### config.mk
export PLATFORM = sky130hd
export DESIGN_NAME = instr_fetch
export DESIGN_NICKNAME = d
export VERILOG_FILES = /design/src/rtl/instr_fetch.sv
export SDC_FILE = /design/constraint.sdc
export NUM_CORES = 1
export LEC_CHECK = 0
export CORE_ASPECT_RATIO = 2
export CORE_MARGIN = 2
export CORE_UTILIZATION = 35
export CTS_CLUSTER_DIAMETER = 60
export DETAILED_ROUTE_END_ITERATION = 6
export PLACE_DENSITY = 0.71
export SLEW_MARGIN = 20
export SYNTH_ARGS = -nofsm -noshare
export SYNTH_HDL_FRONTEND = slang
export SYNTH_SLANG_ARGS = --single-unit
### constraint.sdc
create_clock -name clk -period 1.3 [get_ports clk]
set_input_delay 0.325 -clock clk [delete_from_list [all_inputs] [get_ports clk]]
set_output_delay 0.325 -clock clk [all_outputs]
set_load 0.05 [all_outputs]
### src/rtl/instr_fetch.sv
// -----------------------------------------------------------------------------
// instr_fetch
//
// Instruction fetch sequencer sitting in front of the decoder. Holds the
// program counter, reads one 16-bit word per instruction from a synchronous
// ROM, presents it on `instruction` with the IR strobe, and waits for the
// execution FSMs to return IF before fetching the next word. Supports branch
// target loading (pc_load/pc_in, qualified by IF) and a HALT opcode that stops
// fetching until reset.
//
// Ports:
//   clk          system clock, rising edge
//   reset        synchronous, active-high reset
//   run          fetch enable (sampled in IDLE and at instruction completion)
//   mem_addr     ROM address, always equal to pc
//   mem_rd       ROM read strobe, one cycle per fetch
//   mem_data     ROM read data, valid the cycle after mem_rd
//   instruction  latched instruction word {opcode, i, j}
//   IR           instruction-ready level to the decoder
//   IF           instruction-finished from the execution FSMs
//   pc_load      branch request (only acted on together with IF)
//   pc_in        branch target
//   pc           current program counter
//   halted       HALT opcode fetched, fetching stopped
// -----------------------------------------------------------------------------
module instr_fetch #(
   parameter int                ADDR_W   = 8,
   parameter logic [ADDR_W-1:0] RESET_PC = '0,
   parameter logic [3:0]        HALT_OP  = 4'hF
) (
   input  logic              clk,
   input  logic              reset,
   input  logic              run,
   output logic [ADDR_W-1:0] mem_addr,
   output logic              mem_rd,
   input  logic [15:0]       mem_data,
   output logic [15:0]       instruction,
   output logic              IR,
   input  logic              IF,
   input  logic              pc_load,
   input  logic [ADDR_W-1:0] pc_in,
   output logic [ADDR_W-1:0] pc,
   output logic              halted
);

   typedef enum logic [2:0] {
      S_IDLE,
      S_REQ,
      S_WAIT,
      S_ISSUE,
      S_HALT
   } state_t;

   state_t            state_q;
   logic [ADDR_W-1:0] pc_q;
   logic [15:0]       instr_q;
   logic              mem_rd_q;
   logic              ir_q;
   logic              halted_q;

   // Program counter value to take at instruction completion. The plain
   // increment is ADDR_W wide, so the top address wraps to zero.
   logic [ADDR_W-1:0] pc_next_d;
   assign pc_next_d = pc_load ? pc_in : pc_q + 1'b1;

   always_ff @(posedge clk) begin
      if (reset) begin
         state_q  <= S_IDLE;
         pc_q     <= RESET_PC;
         instr_q  <= 16'h0000;
         mem_rd_q <= 1'b0;
         ir_q     <= 1'b0;
         halted_q <= 1'b0;
      end else begin
         case (state_q)
            S_IDLE: begin
               if (run) begin
                  state_q  <= S_REQ;
                  mem_rd_q <= 1'b1;
               end
            end
            S_REQ: begin
               state_q  <= S_WAIT;
               mem_rd_q <= 1'b0;
            end
            S_WAIT: begin
               instr_q <= mem_data;
               // A HALT word is latched but never issued to the decoder.
               if (mem_data[15:12] == HALT_OP) begin
                  state_q  <= S_HALT;
                  halted_q <= 1'b1;
               end else begin
                  state_q <= S_ISSUE;
                  ir_q    <= 1'b1;
               end
            end
            S_ISSUE: begin
               if (IF) begin
                  pc_q     <= pc_next_d;
                  ir_q     <= 1'b0;
                  mem_rd_q <= run;
                  state_q  <= run ? S_REQ : S_IDLE;
               end
            end
            S_HALT: begin
               state_q <= S_HALT;
            end
            default: begin
               state_q  <= S_IDLE;
               mem_rd_q <= 1'b0;
               ir_q     <= 1'b0;
               halted_q <= 1'b0;
            end
         endcase
      end
   end

   assign mem_addr    = pc_q;
   assign pc          = pc_q;
   assign mem_rd      = mem_rd_q;
   assign instruction = instr_q;
   assign IR          = ir_q;
   assign halted      = halted_q;

endmodule

### Word-level counts from Yosys, hierarchy flattened

Cells that the tools add are included.

| cells by class | value |
|---|---|
| $add $sub $neg | 1 |
| equal/unequal tests | 9 |
| muxes and demuxes | 14 |
| bitwise gates (word level) | 3 |
| reduce and logical (&&, ||, !) cells | 9 |

Operators with widths:

| kind | count |
|---|---|
| one-hot mux 3 bit (5 select lines) | 1 |
| 2-to-1 mux 3 bit | 3 |
| adder 8 x 1 -> 8 bit, second input constant | 1 |
| 2-to-1 mux 8 bit | 1 |
| inequality test 2 bit, second input constant | 4 |
| == test 3 x 2 -> 1 bit, second input constant | 2 |
| 2-to-1 mux 1 bit | 6 |
| one-hot mux 1 bit (3 select lines) | 2 |
| AND reduction 2 bit | 3 |
| AND reduction 3 bit | 2 |
| == test 4 bit, second input constant | 1 |
| OR reduction 4 bit | 1 |
| == test 3 x 1 -> 1 bit, second input constant | 1 |
| == test 3 bit, second input constant | 1 |
| logical NOT 3 bit | 1 |
| inverter 1 bit | 3 |
| OR reduction 3 bit | 1 |
| one-hot mux 1 bit (2 select lines) | 1 |
| OR reduction 2 bit | 1 |

| storage, ports and cells | value |
|---|---|
| register bits | 30 |
| output and inout port bits | 35 |

### Depth between registers and ports, before layout

| logic depth | value |
|---|---|
| word-level depth | 4 |
| depth in mapped cells | 7 |

### Worst setup path before layout

Ideal clock, no wire load.

| timing path | value |
|---|---|
| kind | register to register |
| from | register pc_q[0], in the netlist mem_addr[0] |
| to | register pc_q[6], in the netlist mem_addr[6] |
| library setup time | 0.079 ns |
| data arrival time | 1.578 ns |
| required time | 1.221 ns |
| setup slack | -0.357 ns |
| stages on the path, launching flop included | 6 |
| buffers on the path | 0 |
| cell sequence | dfxtp_1 ha_1 nand3_1 o21bai_1 a21oi_2 a211oi_2 |

| between the ends | value |
|---|---|
| word-level cells in the longest chain between the ends | 2 |

RTL lines:

| item | line | text |
|---|---|---|
| start, declared | 55 | `logic [ADDR_W-1:0] pc_q;` |
| start signal, assigned | 99 | `pc_q <= pc_next_d;` |
| adder 8 x 1 -> 8 bit | 64 | `assign pc_next_d = pc_load ? pc_in : pc_q + 1'b1;` |
| 2-to-1 mux 8 bit | 64 |  |

No other way between the ends.
A chain may end at the register's enable or synchronous reset.

### Worst setup path in the final report

| timing path | value |
|---|---|
| from | register pc_q[0], in the netlist mem_addr[0] |
| to | output port pc[0] |

RTL lines:

| item | line | text |
|---|---|---|
| end, declared | 42 | `output logic [ADDR_W-1:0] pc,` |

No word-level cell between the ends.

==> impl_metrics.env <==
export IMPL_synthMostInstantiatedCell="nand2_1"
export IMPL_hold_depth=2
export IMPL_antenna_found_initial=0
export IMPL_r2r_start="mem_addr[0]"
export IMPL_slew_headroom_pct=82.2
export IMPL_vias_per_cell=5.00
export IMPL_layout_area_overhead_vs_synth_pct=90.3
export IMPL_drtIter0Drc=18
export IMPL_pin_count=64
export IMPL_cts_max_level=2
export IMPL_grt_max_degree=18
export IMPL_cp_slowest_cell="dfxtp_4"
export IMPL_placed_cells=298
export IMPL_fin_nets=285
export IMPL_finalPower_mw=2.38
export IMPL_period_needed_ns=1.26
export IMPL_fmax_ghz=0.792
export IMPL_synth_seq_cells=30
export IMPL_skew_ns=0.00981
export IMPL_die_w_um=49.7
export IMPL_synth_area_um2=1460
export IMPL_first_global_vias=1480
export IMPL_fp_row_count=33
export IMPL_yosys_warnings=0
export IMPL_final_util_pct=68.7
export IMPL_ys_dominant_reg_cell="dfxtp_1"
export IMPL_routedWlPerCell_um=13.8
export IMPL_setup_viol=0
export IMPL_numCtsBuffers=5
export IMPL_tightest_slew_ns=0.264
export IMPL_min_path_type="reg2reg"
export IMPL_final_max_slew_viol_count=0
export IMPL_drive_above_1_share_pct=37.1
export IMPL_cts_buffer_depth=2
export IMPL_ys_async_sr_fraction_pct=0
export IMPL_crit_type="reg2out"
export IMPL_fin_area_um2=2780
export IMPL_clk_latency_ns=0.28
export IMPL_worst_slack_ns=0.0375
export IMPL_arrival_ns=0.94
export IMPL_crit_required_ns=0.98
export IMPL_die_area_um2=4740
export IMPL_ys_types=37
export IMPL_worstSetupStartpointType="flip-flop"
export IMPL_grtUsageTotal_pct=18.4
export IMPL_yosysTopAreaCell="dfxtp_1"
export IMPL_syn_area_per_cell_um2=8.20
export IMPL_grt_pass1_wl_um=6590
export IMPL_vdd_drop_max_v=0.000792
export IMPL_ys_seq_area_share_pct=41.1
export IMPL_numPortBuffers=63
export IMPL_finalNonFillerCells=308
export IMPL_synth_common_cells="nand2_1 (43), dfxtp_1 (30), a21oi_1 (23)"
export IMPL_startpoint="mem_addr[0]"
export IMPL_synth_top_cell_area_share_pct=41.1
export IMPL_cp_end_kind="output port"
export IMPL_place_congestion=0.767
export IMPL_cts_tree="built"
export IMPL_start_util_pct=36.1
export IMPL_cap_violations=0
export IMPL_ant_nets=0
export IMPL_hold_ws_ns=0.488
export IMPL_synth_area_leaders="dfxtp_1 (41%), nand2_1 (11%), a21oi_1 (7.9%), buf_4 (5.1%), buf_6 (3.1%)"
export IMPL_cts_hold_buf=0
export IMPL_hpwl_um=3270
export IMPL_critPathTopFamily="flip-flops"
export IMPL_finalWirelength_um=4260
export IMPL_fp_dieH_um=95.3
export IMPL_fin_crit_sh_pct=97.1
export IMPL_p_leak_nw=1.06
export IMPL_synthesis_nets=208
export IMPL_slowest_delay_ns=0.40
export IMPL_r2r_cells=4
export IMPL_hp_start="instruction[12]"
export IMPL_root_buffer="clkbuf_8"
export IMPL_grt_ovfl_total=0
export IMPL_place_ws_ns=-0.359
export IMPL_dr_pass1_iters=4
export IMPL_placed_area_um2=2610
export IMPL_fin_setup_tns_ns=0
export IMPL_num_antenna_cells=0
export IMPL_p_per_area_nw_per_um2=856
export IMPL_crit_cells=2
export IMPL_clk_pin_slew_worst_paths_ns=0.07
export IMPL_rsz0062_at_grt="no"
export IMPL_drc=0
export IMPL_cts_sinks=30
export IMPL_crit_buf_inv=2
export IMPL_worstPathMaxFanout=7
export IMPL_syn_instance_count=178
export IMPL_coreArea_um2=4050
export IMPL_outcome="completed"
export IMPL_synth_edf_count=0
export IMPL_hold_violations=0
export IMPL_vias=1539
export IMPL_crit_chain="buf_6 > buf_12"
-- path summary, 6_finish.rpt --
check,endpoint,slack (ns)
hold reg to reg,instruction[12],0.49
hold / removal,instruction[12],0.49
setup / recovery,pc[0],0.04
setup reg to reg,mem_addr[6],0.08
-- report_power, final --
part           total, mW  leakage, nW  internal, mW  switching [mW]
registers           1.01        0.250         0.957          0.0501
logic              0.658        0.763         0.346           0.312
clock network      0.713       0.0450         0.370           0.344
-- layer usage --
layer,up-vias,wire (um),global-route usage (%)
met5,-,0,0
li1,764,-,-
met4,0,123,11.1
met3,9,160,3.92
met1,723,1410,16.0
met2,43,2570,36.6
-- flip-flops by register name, summed over array words and instances (netlist names) --
| signal | count |
|---|---|
| mem_rd | 1 |
| state_q | 3 |
| instruction | 16 |
| mem_addr | 8 |
| halted | 1 |
| IR | 1 |
-- logic make-up after synthesis --
kind of cell | synth area share, %
buffers and inverters | 10.2
adder cells (fa/ha/maj) | 0.857
AND/OR/NAND/NOR | 24.7
AO/OA/AOI/OAI | 21.0
flip-flops | 41.1
multiplexers | 2.14
-- worst register-to-register path, stage by stage, from the launching register on --
cell      delay (ns)
dfxtp_4         0.40
ha_4            0.17
nand3_2         0.13
o31ai_2         0.29
a211oi_2        0.11
-- final cells by class --
| type | instances | area, um2 |
|---|---|---|
| fill | 317 | 1270 |
| timing repair buffer | 90 | 1250 |
| multi-input combinational | 127 | 754 |
| sequential | 30 | 622 |
| clock buffer | 6 | 72.6 |
| tap | 52 | 65.1 |
| clock inverter | 2 | 10.0 |
| inverter | 1 | 3.75 |
-- repair_timing --
action                     4_1_cts  5_1_grt
pin swaps                        2        1
setup endpoints to repair        7       14
setup buffers                    1        1
gates resized for setup         13       12
-- layout by cell type, fill, tap and decap left out, types with 5 or more instances in the layout --
master           Yosys  layout
buf_12               0      39
clkbuf_8             0       5
nand2b_1             5       5
nand2_1             43      42
clkdlybuf4s50_1      0      24
o21ai_0              5       5
buf_6                4       6
buf_4               10      17
a21oi_1             23      23
dfxtp_2              0       5
dfxtp_1             30      21
nor2_1               6       6
Power figures use the tool's default switching activity.
